===== src/rtl/elevator_pkg.sv =====
// Shared types and limits for the elevator request scheduler.
package elevator_pkg;

    localparam int unsigned FLOOR_W    = 6;
    localparam int unsigned MAX_FLOORS = 51;

    typedef enum logic [1:0] {
        StIdle,
        StMoveUp,
        StMoveDn,
        StDoor
    } state_e;

endpackage


===== src/rtl/elevator_scheduler_floor_search.sv =====
// Combinational nearest-call finder: lowest set bit above and highest set bit below cur_floor.
module floor_search
    import elevator_pkg::*;
#(
    parameter int unsigned NUM_FLOORS = 16,
    parameter int unsigned FLOOR_W    = 6
) (
    input  logic [NUM_FLOORS-1:0] mask,
    input  logic [FLOOR_W-1:0]    cur_floor,
    output logic                  above,
    output logic                  below,
    output logic [FLOOR_W-1:0]    above_floor,
    output logic [FLOOR_W-1:0]    below_floor
);

    always_comb begin
        above       = 1'b0;
        below       = 1'b0;
        above_floor = '0;
        below_floor = '0;
        // Scan downwards so the last hit is the nearest floor above the car.
        for (int i = int'(NUM_FLOORS) - 1; i >= 0; i--) begin
            if (mask[i] && (FLOOR_W'(i) > cur_floor)) begin
                above       = 1'b1;
                above_floor = FLOOR_W'(i);
            end
        end
        for (int i = 0; i < int'(NUM_FLOORS); i++) begin
            if (mask[i] && (FLOOR_W'(i) < cur_floor)) begin
                below       = 1'b1;
                below_floor = FLOOR_W'(i);
            end
        end
    end

endmodule


===== src/rtl/elevator_scheduler.sv =====
// LOOK-order elevator scheduler: latches calls, picks one target floor at a time, times the door.
module elevator_scheduler #(
    parameter int unsigned NUM_FLOORS  = 16,
    parameter int unsigned FLOOR_W     = 6,
    parameter int unsigned DOOR_CYCLES = 8
) (
    input  logic                  clk,
    input  logic                  rst_n,
    input  logic [NUM_FLOORS-1:0] call_req,
    input  logic [FLOOR_W-1:0]    cur_floor,
    input  logic                  car_stop,
    output logic [FLOOR_W-1:0]    target_floor,
    output logic [NUM_FLOORS-1:0] pending,
    output logic                  dir_up,
    output logic                  moving,
    output logic                  door_open,
    output logic                  busy
);
    import elevator_pkg::*;

    localparam int unsigned CntW = ($clog2(DOOR_CYCLES) < 4) ? 4 : $clog2(DOOR_CYCLES);
    localparam logic [CntW-1:0] DwellLoad = CntW'(DOOR_CYCLES - 1);

    logic [1:0] rst_sync_q;
    logic       rst_int_n;

    state_e                  state_q, state_d;
    logic [NUM_FLOORS-1:0]   pending_q, pending_d;
    logic [FLOOR_W-1:0]      target_q, target_d;
    logic                    dir_q, dir_d;
    logic [CntW-1:0]         cnt_q, cnt_d;

    logic [NUM_FLOORS-1:0]   cur_bit, clr;
    logic                    in_range, pend_at_cur, call_at_cur;
    logic                    above, below;
    logic [FLOOR_W-1:0]      above_floor, below_floor;
    logic [FLOOR_W-1:0]      ge_floor, le_floor, up_dist, dn_dist;

    // Assertion is immediate; release is delayed two clocks to avoid a reset-recovery race.
    always_ff @(posedge clk or negedge rst_n) begin
        if (!rst_n) rst_sync_q <= 2'b00;
        else        rst_sync_q <= {rst_sync_q[0], 1'b1};
    end
    assign rst_int_n = rst_sync_q[1];

    floor_search #(
        .NUM_FLOORS (NUM_FLOORS),
        .FLOOR_W    (FLOOR_W)
    ) u_floor_search (
        .mask        (pending_q),
        .cur_floor   (cur_floor),
        .above       (above),
        .below       (below),
        .above_floor (above_floor),
        .below_floor (below_floor)
    );

    // An out-of-range floor shifts the one-hot off the end, yielding an all-zero mask.
    assign cur_bit     = {{(NUM_FLOORS - 1){1'b0}}, 1'b1} << cur_floor;
    assign in_range    = cur_floor < FLOOR_W'(NUM_FLOORS);
    assign pend_at_cur = |(pending_q & cur_bit);
    assign call_at_cur = |(call_req & cur_bit);
    assign ge_floor    = pend_at_cur ? cur_floor : above_floor;
    assign le_floor    = pend_at_cur ? cur_floor : below_floor;
    assign up_dist     = above_floor - cur_floor;
    assign dn_dist     = cur_floor - below_floor;
    assign clr         = (state_q == StDoor) ? cur_bit : '0;

    always_comb begin
        state_d   = state_q;
        target_d  = target_q;
        dir_d     = dir_q;
        cnt_d     = cnt_q;
        pending_d = (pending_q | call_req) & ~clr;

        if (!in_range) begin
            state_d  = StIdle;
            target_d = '0;
            cnt_d    = '0;
        end else begin
            unique case (state_q)
                StIdle: begin
                    target_d = cur_floor;
                    if (pend_at_cur) begin
                        state_d = StDoor;
                        cnt_d   = DwellLoad;
                    end else if (above && (!below || (up_dist <= dn_dist))) begin
                        state_d  = StMoveUp;
                        target_d = above_floor;
                    end else if (below) begin
                        state_d  = StMoveDn;
                        target_d = below_floor;
                    end
                end
                StMoveUp: begin
                    if (car_stop && (cur_floor == target_q) && pend_at_cur) begin
                        state_d  = StDoor;
                        target_d = cur_floor;
                        cnt_d    = DwellLoad;
                    end else if (pend_at_cur || above) begin
                        target_d = ge_floor;
                    end
                end
                StMoveDn: begin
                    if (car_stop && (cur_floor == target_q) && pend_at_cur) begin
                        state_d  = StDoor;
                        target_d = cur_floor;
                        cnt_d    = DwellLoad;
                    end else if (pend_at_cur || below) begin
                        target_d = le_floor;
                    end
                end
                StDoor: begin
                    target_d = cur_floor;
                    if (call_at_cur) begin
                        cnt_d = DwellLoad;
                    end else if (cnt_q != '0) begin
                        cnt_d = cnt_q - 1'b1;
                    end else if (dir_q && above) begin
                        state_d  = StMoveUp;
                        target_d = ge_floor;
                    end else if (below) begin
                        state_d  = StMoveDn;
                        target_d = le_floor;
                    end else if (above) begin
                        state_d  = StMoveUp;
                        target_d = ge_floor;
                    end else begin
                        state_d = StIdle;
                    end
                end
                default: state_d = StIdle;
            endcase
        end

        if (state_d == StMoveUp)      dir_d = 1'b1;
        else if (state_d == StMoveDn) dir_d = 1'b0;
    end

    always_ff @(posedge clk or negedge rst_int_n) begin
        if (!rst_int_n) begin
            state_q   <= StIdle;
            pending_q <= '0;
            target_q  <= '0;
            dir_q     <= 1'b1;
            cnt_q     <= '0;
        end else begin
            state_q   <= state_d;
            pending_q <= pending_d;
            target_q  <= target_d;
            dir_q     <= dir_d;
            cnt_q     <= cnt_d;
        end
    end

    assign target_floor = target_q;
    assign pending      = pending_q;
    assign dir_up       = dir_q;
    assign moving       = (state_q == StMoveUp) || (state_q == StMoveDn);
    assign door_open    = (state_q == StDoor);
    assign busy         = (|pending_q) || (state_q != StIdle);

endmodule

===== config.mk =====
export PLATFORM = sky130hd
export DESIGN_NAME = elevator_scheduler
export DESIGN_NICKNAME = d
export VERILOG_FILES = /design/src/rtl/elevator_pkg.sv /design/src/rtl/elevator_scheduler_floor_search.sv /design/src/rtl/elevator_scheduler.sv
export SDC_FILE = /design/constraint.sdc
export NUM_CORES = 1
export LEC_CHECK = 0
export CELL_PAD_IN_SITES_DETAIL_PLACEMENT = 0
export CELL_PAD_IN_SITES_GLOBAL_PLACEMENT = 1
export CORE_MARGIN = 2
export CORE_UTILIZATION = 45
export DETAILED_ROUTE_END_ITERATION = 8
export GPL_TIMING_DRIVEN = 1
export HOLD_SLACK_MARGIN = 0.08
export PLACE_DENSITY = 0.87
export SLEW_MARGIN = 30
export SYNTH_ARGS = -nofsm -noshare
export SYNTH_HDL_FRONTEND = slang
export SYNTH_SLANG_ARGS = --single-unit

===== constraint.sdc =====
create_clock -name clk -period 4.3 [get_ports clk]
set_input_delay 0.86 -clock clk [delete_from_list [all_inputs] [get_ports clk]]
set_output_delay 0.86 -clock clk [all_outputs]
set_load 0.02 [all_outputs]

======== Word-level counts from Yosys, hierarchy flattened ========
Index checks and enable logic that the tools add are counted.
storage, ports and cells
  bits in registers ....................... 31
  input bits .............................. 25
  output and inout port bits .............. 26
  logic and storage cells ................. 211
cells by class
  add/subtract/negate cells ............... 3
  $lt $le $gt $ge ......................... 34
  eq/ne operators ......................... 11
  shift-type cells ........................ 1
  multiplexer cells ....................... 99
  bitwise gates (word level) .............. 5
  reduce and logical (&&, ||, !) cells .... 52
operators by type and width
  operator                                                      count
  2-to-1 mux 4 bit                                              29
  2-to-1 mux 6 bit                                              15
  AND 16 bit                                                    3
  greater-than comparator 4 x 6 -> 1 bit, first input constant  8
  < comparator 4 x 6 -> 1 bit, first input constant             8
  OR reduction 16 bit                                           3
  logical AND 1 bit                                             36
  2-to-1 mux 1 bit                                              36
  greater-than comparator 3 x 6 -> 1 bit, first input constant  4
  < comparator 3 x 6 -> 1 bit, first input constant             4
  case mux 6 bit (4 select lines)                               1
  2-to-1 mux 2 bit                                              11
  2-to-1 mux 16 bit                                             1
  inverter 16 bit                                               1
  bitwise OR 16 bit                                             1
  left shift 1 x 6 -> 16 bit, first input constant              1
  greater-than comparator 1 x 6 -> 1 bit, first input constant  2
  greater-than comparator 2 x 6 -> 1 bit, first input constant  2
  < comparator 1 x 6 -> 1 bit, first input constant             2
  < comparator 2 x 6 -> 1 bit, first input constant             2
  2-to-1 mux 3 bit                                              4
  case mux 4 bit (3 select lines)                               1
  subtractor 6 bit                                              2
  != test 4 bit, second input constant                          2
  18 further kinds                                              26

======== Longest topological paths before layout ========
Gate-level depths: netlist of run 1.
  depth after elaboration ................. 29
  gate-level depth with buffers ........... 25
  gate-level depth less buffers ........... 22

======== Modules after synthesis ========
A second synthesis of run 1 with hierarchy kept.
second synthesis, totals
  cell total of the unflattened synthesis .. 505
  area total of the unflattened synthesis .. 3,970.1 µm²
by module, submodules not included
  module              times used  cells each  area each (µm²)  seq. area each (µm²)
  elevator_scheduler  1           356         3,060.4          777.0
  floor_search        1           149         909.6            0.0

======== Worst setup path before layout of run 1 ========
Ideal clock, no wire load.
  path type ............................... input to register
  start point ............................. input port cur_floor[3]
  end point ............................... register dir_q, in the netlist dir_up
  setup time .............................. 0.082 ns
  arrival time ............................ 5.122 ns
  slack ................................... -0.904 ns
  stages on the path ...................... 22
  cell sequence ........................... buf_4 -> or4_1 -> buf_2 -> a21o_1 -> a41oi_1 -> o21bai_1 -> a221oi_2 -> ha_1 -> nor2b_1 -> o21ai_0 -> nand2b_1 -> a211oi_1 -> xnor2_1 -> ha_1 -> nand3_1 -> o21bai_1 -> a21oi_1 -> a21boi_2 -> a211oi_1 -> nor3_1 -> ha_1 -> mux2_2
on the way
  cells in the longest elaborated chain, start to end .. 28
  elaborated cells between the ends (all ways) .. 158
  those cells by class .................... add/sub: 2; order compare: 34; eq/ne: 3; shift: 1; mux: 75; bitwise: 2; reduce/logical: 41
RTL lines
  item                                                                 line                                                  text
  start, declared                                                      elevator_scheduler.sv:10                              input logic [FLOOR_W-1:0] cur_floor,
  greater-than comparator 4 x 6 -> 1 bit                               elevator_scheduler_floor_search.sv:23                 if (mask[i] && (FLOOR_W'(i) > cur_floor)) begin
  logical AND 1 bit                                                    elevator_scheduler_floor_search.sv:23
  2-to-1 mux 4 bit (16 in a row)                                       elevator_scheduler_floor_search.sv:23
  subtractor 6 bit                                                     elevator_scheduler.sv:65                              assign up_dist = above_floor - cur_floor;
  less-or-equal comparator 6 bit                                       elevator_scheduler.sv:87                              end else if (above && (!below || (up_dist <= dn_dist))) begin
  logical OR 1 bit                                                     elevator_scheduler.sv:87
  logical AND 1 bit                                                    elevator_scheduler.sv:87
  2-to-1 mux 2 bit                                                     elevator_scheduler.sv:87
  2-to-1 mux 2 bit                                                     elevator_scheduler.sv:84                              if (pend_at_cur) begin
  case mux 2 bit (3 select lines)                                      elevator_scheduler.sv:81                              unique case (state_q)
  2-to-1 mux 2 bit (*)                                                 elevator_scheduler.sv:76                              if (!in_range) begin
  via state_d[0]                                                       elevator_scheduler.sv:27                              state_e state_q, state_d;
  equality test 2 x 1 -> 1 bit or equality test 2 bit (tied branches)  elevator_scheduler.sv:136, elevator_scheduler.sv:137
  2-to-1 mux 1 bit or nonzero test 2 bit (tied branches)               -
  end signal, assigned                                                 elevator_scheduler.sv:151                             dir_q <= dir_d;
  end, declared                                                        elevator_scheduler.sv:30                              logic dir_q, dir_d;
The timed path passes the listed nets; every way through them passes the cells marked *.
A chain may end at the register's enable or synchronous reset.

======== Worst setup path after layout of run 1 ========
  start point ............................. input port cur_floor[4]
  end point ............................... register target_q[3], in the netlist target_floor[3]
on the way
  cells in the longest elaborated chain, start to end .. 26
  elaborated cells between the ends (all ways) .. 164
  those cells by class .................... add/sub: 2; order compare: 34; eq/ne: 3; shift: 1; mux: 79; bitwise: 2; reduce/logical: 43
RTL lines
  item                                                                line                                                 text
  greater-than comparator 4 x 6 -> 1 bit                              elevator_scheduler_floor_search.sv:23
  logical AND 1 bit                                                   elevator_scheduler_floor_search.sv:23
  2-to-1 mux 4 bit (16 in a row)                                      elevator_scheduler_floor_search.sv:23
  subtractor 6 bit or 2-to-1 mux 6 bit (tied branches)                elevator_scheduler.sv:65, elevator_scheduler.sv:63
  less-or-equal comparator 6 bit or 2-to-1 mux 6 bit (tied branches)  elevator_scheduler.sv:87, elevator_scheduler.sv:125
  logical OR 1 bit or 2-to-1 mux 6 bit (tied branches)                elevator_scheduler.sv:87, elevator_scheduler.sv:122
  logical AND 1 bit or 2-to-1 mux 6 bit (tied branches)               elevator_scheduler.sv:87, elevator_scheduler.sv:119
  2-to-1 mux 6 bit, on equally long branches                          elevator_scheduler.sv:87, elevator_scheduler.sv:117
  2-to-1 mux 6 bit, on equally long branches                          elevator_scheduler.sv:84, elevator_scheduler.sv:115
  case mux 6 bit (4 select lines)                                     elevator_scheduler.sv:81
  2-to-1 mux 6 bit                                                    elevator_scheduler.sv:76
  end signal, assigned                                                elevator_scheduler.sv:150                            target_q <= target_d;
  end, declared                                                       elevator_scheduler.sv:29                             logic [FLOOR_W-1:0] target_q, target_d;
Parallel ways exist; a longest one is shown, timed or not. The select of a mux whose other input is x is not followed.

==> impl_metrics.env, run 1 <==
export IMPL_synth_area_leader_cell="sky130_fd_sc_hd__dfrtp_1"
export IMPL_synthMuxAreaShare_pct=4.89
export IMPL_clock_fmax_mhz=205
export IMPL_cts_clk_pin_slew_worst_paths_ps=80
export IMPL_slew_limit_headroom_pct=60.7
export IMPL_ioPinCount=51
export IMPL_post_synth_main_area_contributors="sky130_fd_sc_hd__dfrtp_1, sky130_fd_sc_hd__ha_1, sky130_fd_sc_hd__a21oi_1, sky130_fd_sc_hd__o22a_1, sky130_fd_sc_hd__nor2_1"
export IMPL_die_w_microns=94.4
export IMPL_failed_checks="negative setup slack"
export IMPL_clock_skew_final_ps=13.5
export IMPL_required_ps=4530
export IMPL_rsz0062_at_grt="true"
export IMPL_vias=4567
export IMPL_crit_path_max_incr_delay_ps=560
export IMPL_io_buffer_count=50
export IMPL_viasPerCell=6.38
export IMPL_grt_pass1_wl_microns=22700
export IMPL_drcViolationCount=0
export IMPL_multiInputGateArea_sq_mm=0.00289
export IMPL_synth_async_reset_ratio_pct=100
export IMPL_grt_pass1_vias=4372
export IMPL_drt_first_iter_violations=421
export IMPL_cts_buffers=5
export IMPL_dominant_combinational_cell_family_by_area_after_synthesis="compound AO/OA/AOI/OAI gates"
export IMPL_power_leakage_nw=2.27
export IMPL_outcome="complete, but fails checks"
export IMPL_tritoncts_clock_tree="done"
export IMPL_placed_area_sq_mm=0.00509
export IMPL_grt_antenna_before_repair=0
export IMPL_yosysMostFrequentCell="sky130_fd_sc_hd__nor2_1"
export IMPL_max_cap_violations=0
export IMPL_antenna_cells_inserted=0
export IMPL_drt_wl_total_microns=14200
export IMPL_core_region_area_sq_mm=0.00781
export IMPL_synthSimpleGateAreaFrac_pct=21.9
export IMPL_timing_critical_path_fanout_max=4
export IMPL_setup_ws_ps=-584
export IMPL_critPathKind="in2reg"
export IMPL_pre_repair_dr_iteration_count=5
export IMPL_synth_area_per_cell_sq_um=8.05
export IMPL_pre_cts_setup_slack_ps=-1310
export IMPL_cp_end_kind="flip-flop"
export IMPL_grt_max_degree=17
export IMPL_ys_warn_count=0
export IMPL_path_delay_family="compound AO/OA/AOI/OAI gates"
export IMPL_period_needed_ps=4880
export IMPL_critPathSlowestCell="sky130_fd_sc_hd__or4_4"
export IMPL_placed_cells_incl_taps=697
export IMPL_final_area_sq_mm=0.00547
export IMPL_timing_hold_violations_final=0
export IMPL_die_area_sq_mm=0.00892
export IMPL_die_y_microns=94.4
export IMPL_total_standard_cell_area_after_synthesis_sq_mm=0.00368
export IMPL_final_layout_size_suffix_gt1_share_pct=34.2
export IMPL_syn_instance_count=457
export IMPL_hpwlAfterDp_microns=11000
export IMPL_layout_nets=662
export IMPL_fin_cells=716
export IMPL_min_period_over_period_pct=114
export IMPL_maximum_clock_insertion_buffer_count=2
export IMPL_power_density_cell_area_mw_per_mm2=237
export IMPL_synth_cell_type_count=79
export IMPL_xor_xnor_share_of_the_synthesized_area_pct=3.33
export IMPL_ys_flop_type="sky130_fd_sc_hd__dfrtp_1"
export IMPL_timing_hold_worst_class="reg2async"
export IMPL_gpl_final_weighted_congestion=0.979
export IMPL_total_buffers_and_inverters_traversed_by_the_critical_path=4
export IMPL_layout_filler_cells=647
export IMPL_pins_over_slew_limit=0
export IMPL_clockRootBuffer="sky130_fd_sc_hd__clkbuf_8"
export IMPL_clock_tree_sinks=31
export IMPL_timing_final_setup_violations=6
export IMPL_grtUsageTotal_pct=32.7
export IMPL_num_rows=32
export IMPL_nets_in_the_synthesized_netlist=506
export IMPL_peakVddDrop_uv=220
export IMPL_path_cells="buf_8 -> or4_4 -> a21o_1 -> a41oi_2 -> o21bai_1 -> a221oi_2 -> ha_1 -> nor2b_4 -> o21ai_1 -> nand2b_1 -> a211oi_2 -> xnor2_1 -> ha_1 -> buf_6 -> a21oi_2 -> a21oi_2 -> a21boi_2 -> buf_4 -> nor3_1 -> a2111oi_2 -> buf_4 -> a32o_1"
export IMPL_initial_core_util_pct=47.1
export IMPL_final_core_utilization_pct=70.1
export IMPL_crit_arrival_ps=5110
export IMPL_routedWlPerCell_microns=19.9
export IMPL_sequential_cell_area_sq_um=777
export IMPL_setup_worst_path_start_class="primary input"
export IMPL_clock_tree_htree_level_count=2
export IMPL_clk_insertion_delay_late_ps=300
export IMPL_synthAdderAreaFrac_pct=8.57
export IMPL_synth_ff_latch_count=31
export IMPL_area_delta_synth_final_pct=48.7
export IMPL_synth_enable_flop_cells=0
export IMPL_synth_compound_area_share_pct=33.5
export IMPL_synthTopCellsByCount="sky130_fd_sc_hd__nor2_1, sky130_fd_sc_hd__a21oi_1, sky130_fd_sc_hd__dfrtp_1, sky130_fd_sc_hd__nand2_1, sky130_fd_sc_hd__inv_1"
export IMPL_grt_remaining_overflow=0
export IMPL_synth_largest_type_area_fraction_pct=20.4
export IMPL_synth_sequential_area_ratio_pct=21.1
export IMPL_tightest_slew_ps=589
export IMPL_drt_antenna_violating_nets=0
-- power breakdown --
group	total, W	switching [W]	internal [W]	leakage (nW)
combinational	0.000722	0.000375	0.000347	1.89
sequential	0.000334	0.0000235	0.000310	0.337
clock	0.000242	0.000130	0.000113	0.0402
-- through the flow --
| step | total power (W) | hold slack (ps) | setup TNS [ps] |
|---|---|---|---|
| after floorplan | 0.000719 | 331 | -1910 |
| after global placement | 0.000951 | 236 | -7550 |
| after detailed placement | 0.000964 | 252 | -7900 |
| after CTS | 0.00124 | 258 | -2630 |
| after global routing | 0.00137 | 298 | -3700 |
| final | 0.00130 | 246 | -2680 |
-- worst paths after layout --
path                                from         endpoint  slack, ps  cells past startpoint
max                         cur_floor[4]  target_floor[3]       -580                     22
min                        rst_sync_q[1]  target_floor[0]        250                      0
max in group asynchronous  rst_sync_q[1]       pending[9]       3390                      1
min reg2reg                rst_sync_q[1]  target_floor[0]        250                      0
min in group clk           rst_sync_q[0]    rst_sync_q[1]        350                      0
max reg2reg                   pending[5]  target_floor[3]         30                     21
-- cell type report --
class,count,area share [%]
clock inverter,3,0.366
sequential,31,14.2
timing repair buffer,178,27.1
tap,102,2.33
inverter,28,1.92
multi-input combinational,369,52.9
clock buffer,5,1.26
-- what timing repair did --
action                                  4_1_cts  5_1_grt
pin swaps                                    30       39
hold buffers                                  0        0
buffers inserted                              9        5
endpoints found under the setup margin        7        7
gates resized for setup                      47       35
-- routing by layer --
| layer | track usage, % | routed length [microns] |
|---|---|---|
| met1 | 45.7 | 5830 |
| met5 | 0 | 0 |
| met4 | 10.9 | 442 |
| met2 | 51.4 | 6420 |
| met3 | 5.43 | 1550 |
-- logic make-up (layout without fill, tap and decap cells) --
| group | after synthesis | after routing |
|---|---|---|
| simple gates | 148 | 148 |
| mux | 15 | 15 |
| other cells | 1 | 1 |
| xor+xnor | 14 | 14 |
| fa+ha+maj | 24 | 24 |
| compound gates | 167 | 167 |
| buf+inv | 57 | 214 |
| flops | 31 | 31 |
-- cells in the final DEF (no fill, tap or decap), types with 6 or more instances in the layout --
master / count
sky130_fd_sc_hd__a211oi_2: 8
sky130_fd_sc_hd__a21oi_1: 24
sky130_fd_sc_hd__a21oi_2: 7
sky130_fd_sc_hd__a31oi_1: 9
sky130_fd_sc_hd__and2_1: 7
sky130_fd_sc_hd__and3_1: 6
sky130_fd_sc_hd__buf_4: 119
sky130_fd_sc_hd__buf_6: 10
sky130_fd_sc_hd__clkdlybuf4s50_1: 44
sky130_fd_sc_hd__dfrtp_1: 30
sky130_fd_sc_hd__ha_1: 21
sky130_fd_sc_hd__inv_1: 26
sky130_fd_sc_hd__mux2i_1: 9
sky130_fd_sc_hd__nand2_1: 29
sky130_fd_sc_hd__nand2b_1: 10
sky130_fd_sc_hd__nand3_1: 12
sky130_fd_sc_hd__nand4_1: 6
sky130_fd_sc_hd__nor2_1: 30
sky130_fd_sc_hd__nor3_1: 11
sky130_fd_sc_hd__o211ai_1: 8
sky130_fd_sc_hd__o21ai_0: 14
sky130_fd_sc_hd__o21ai_1: 9
sky130_fd_sc_hd__o22a_1: 15
sky130_fd_sc_hd__xnor2_1: 10
-- worst register-to-register path, cell delays in order (launching register included) --
cell	delay, ps
sky130_fd_sc_hd__dfrtp_1	460
sky130_fd_sc_hd__buf_4	180
sky130_fd_sc_hd__o21ai_1	130
sky130_fd_sc_hd__a41oi_2	210
sky130_fd_sc_hd__o21bai_1	90
sky130_fd_sc_hd__a221oi_2	340
sky130_fd_sc_hd__ha_1	290
sky130_fd_sc_hd__nor2b_4	120
sky130_fd_sc_hd__o21ai_1	120
sky130_fd_sc_hd__nand2b_1	90
sky130_fd_sc_hd__a211oi_2	230
sky130_fd_sc_hd__xnor2_1	110
sky130_fd_sc_hd__ha_1	340
sky130_fd_sc_hd__buf_6	130
sky130_fd_sc_hd__a21oi_2	140
sky130_fd_sc_hd__a21oi_2	80
sky130_fd_sc_hd__a21boi_2	190
sky130_fd_sc_hd__buf_4	150
sky130_fd_sc_hd__nor3_1	60
sky130_fd_sc_hd__a2111oi_2	410
sky130_fd_sc_hd__buf_4	170
sky130_fd_sc_hd__a32o_1	130
-- registers in the layout, summed over array words and instances, names as in the netlist --
register / cells
target_floor: 6
state_q: 2
cnt_q: 4
rst_sync_q: 2
pending: 16
dir_up: 1
Note: power is estimated with default switching activity, not from simulation.
==> inputs of run 2 (changes only) <==
==> constraint.sdc (replaced) <==
create_clock -name clk -period 4.3 [get_ports clk]
set_input_delay 1.29 -clock clk [delete_from_list [all_inputs] [get_ports clk]]
set_output_delay 1.29 -clock clk [all_outputs]
set_load 0.02 [all_outputs]
==> impl_metrics.env, run 2 (synthesis results as in run 1) <==
export IMPL_slew_limit_headroom_pct=58.2
export IMPL_grt_remaining_overflow=0
export IMPL_pre_repair_dr_iteration_count=5
export IMPL_period_needed_ps=5310
export IMPL_fin_tns_setup_ps=-5580
export IMPL_crit_arrival_ps=5540
export IMPL_max_cap_violations=0
export IMPL_hold_worst_slack_ps=220
export IMPL_clock_fmax_mhz=188
export IMPL_cp_end_kind="flip-flop"
export IMPL_timing_hold_worst_class="reg2async"
export IMPL_critPathKind="in2reg"
export IMPL_required_ps=4530
export IMPL_maximum_clock_insertion_buffer_count=2
export IMPL_antenna_cells_inserted=0
export IMPL_failed_checks="negative setup slack"
export IMPL_die_w_microns=94.4
export IMPL_grt_antenna_before_repair=0
export IMPL_area_delta_synth_final_pct=52.3
export IMPL_number_of_flip_flops_in_the_largest_register=16
export IMPL_drt_wl_total_microns=14700
export IMPL_grt_pass1_wl_microns=23200
export IMPL_pins_over_slew_limit=0
export IMPL_tightest_slew_ps=627
export IMPL_layout_commonest_cell="sky130_fd_sc_hd__buf_4"
export IMPL_tritoncts_clock_tree="done"
export IMPL_clock_skew_final_ps=8.73
export IMPL_grt_max_degree=17
export IMPL_grtUsageTotal_pct=33.3
export IMPL_clock_tree_htree_level_count=2
export IMPL_outcome="complete, but fails checks"
export IMPL_power_leakage_nw=2.36
export IMPL_cts_buffers=5
export IMPL_clk_insertion_delay_late_ps=290
export IMPL_rsz0062_at_grt="true"
export IMPL_ioPinCount=51
export IMPL_timing_hold_violations_final=0
export IMPL_viasPerCell=6.35
export IMPL_die_area_sq_mm=0.00892
export IMPL_postCtsHoldBufs=0
export IMPL_gr_usage_met1_pct=44.8
export IMPL_peakVddDrop_uv=202
export IMPL_final_layout_size_suffix_gt1_share_pct=35.9
export IMPL_power_density_cell_area_mw_per_mm2=231
export IMPL_num_rows=32
export IMPL_drt_antenna_violating_nets=0
export IMPL_layout_filler_cells=632
export IMPL_clock_tree_sinks=31
export IMPL_drt_first_iter_violations=424
export IMPL_final_cell_mix="sky130_fd_sc_hd__buf_4, sky130_fd_sc_hd__clkdlybuf4s50_1, sky130_fd_sc_hd__nor2_1"
export IMPL_hpwlAfterDp_microns=10900
export IMPL_grt_met2_usage_pct=51.1
export IMPL_min_period_over_period_pct=123
export IMPL_clockRootBuffer="sky130_fd_sc_hd__clkbuf_8"
export IMPL_grt_pass1_vias=4707
export IMPL_timing_critical_path_fanout_max=12
export IMPL_core_region_area_sq_mm=0.00781
export IMPL_vias=4670
export IMPL_gpl_final_weighted_congestion=1.00
export IMPL_timing_final_setup_violations=7
export IMPL_initial_core_util_pct=47.1
export IMPL_routedWlPerCell_microns=19.9
export IMPL_cts_clk_pin_slew_worst_paths_ps=80
export IMPL_io_buffer_count=50
export IMPL_drcViolationCount=0
export IMPL_layout_nets=681
export IMPL_top_usage_layer="met2"
export IMPL_setup_ws_ps=-1010
export IMPL_setup_worst_path_start_class="primary input"
export IMPL_die_y_microns=94.4
export IMPL_global_route_usage_met3_pct=8.46
run 2: through the flow:
step / util [%] / power (W) / setup slack, ps / instances / cell area [sq um]
after global placement: 66.5 / 0.000966 / -1670 / 710 / 5190
final: 71.8 / 0.00129 / -1010 / 735 / 5610
after floorplan: - / 0.000719 / -1030 / 457 / 3750
after global routing: 71.8 / 0.00137 / -1180 / 735 / 5610
after detailed placement: 66.5 / 0.000982 / -1790 / 710 / 5190
after CTS: 70.9 / 0.00127 / -961 / 733 / 5540
run 2: final timing paths:
kind,startpoint,end,slack (ps),depth (start not counted)
max,cur_floor[2],dir_up,-1010,23
min,rst_sync_q[1],target_floor[0],220,0
max reg2reg,pending[5],dir_up,-30,21
min reg2reg,rst_sync_q[1],target_floor[0],220,0
max in group asynchronous,rst_n,rst_sync_q[0],3030,1
min in group clk,rst_sync_q[0],rst_sync_q[1],360,0
run 2: report_power, final:
| group | total, W | internal (W) | switching, W |
|---|---|---|---|
| Sequential | 0.000334 | 0.000310 | 0.0000238 |
| Clock | 0.000237 | 0.000113 | 0.000125 |
| Combinational | 0.000722 | 0.000349 | 0.000373 |
run 2: area by class of cell:
type                       count  area (sq um)  area share, %
clock buffer                   5          68.8           1.23
clock inverter                 3          20.0          0.357
inverter                      28           105           1.88
multi-input combinational    369          2880           51.4
sequential                    31           777           13.9
tap                          102           128           2.28
timing repair buffer         197          1620           29.0
run 2: repair_timing:
action                                  in CTS  in global routing
cloned                                       1                  0
buffers inserted                            16                  5
pin swaps                                   36                 21
endpoints found under the setup margin      10                  7
gates resized for setup                     59                 24
run 2: worst max-delay path, stage by stage:
cell and delay (ps):
sky130_fd_sc_hd__buf_2 130, sky130_fd_sc_hd__buf_6 150, sky130_fd_sc_hd__buf_4 190, sky130_fd_sc_hd__buf_4 150, sky130_fd_sc_hd__nor4b_2 370, sky130_fd_sc_hd__a31oi_2 160
sky130_fd_sc_hd__a21oi_1 190, sky130_fd_sc_hd__a311oi_2 70, sky130_fd_sc_hd__ha_2 210, sky130_fd_sc_hd__fa_2 340, sky130_fd_sc_hd__inv_1 60, sky130_fd_sc_hd__a21o_1 110
sky130_fd_sc_hd__a21oi_2 60, sky130_fd_sc_hd__xnor2_1 130, sky130_fd_sc_hd__ha_1 340, sky130_fd_sc_hd__a21o_1 190, sky130_fd_sc_hd__a21oi_2 140, sky130_fd_sc_hd__a21oi_2 80
sky130_fd_sc_hd__a21boi_2 230, sky130_fd_sc_hd__a211oi_1 70, sky130_fd_sc_hd__nor3_1 260, sky130_fd_sc_hd__ha_1 300, sky130_fd_sc_hd__mux2_4 300
run 2: routing by layer:
layer / part of all wire [%] / vias to the layer above
met1: 42 / 2205
met5: 0 / -
met2: 44 / 302
li1: - / 2092
met4: 3.9 / 0
met3: 11 / 71
==> inputs of run 3 (changes only) <==
- CAP_MARGIN: not set -> 10
==> results of run 3 <==
Same layout as run 2: the final DEF is identical, and so are final timing and power.
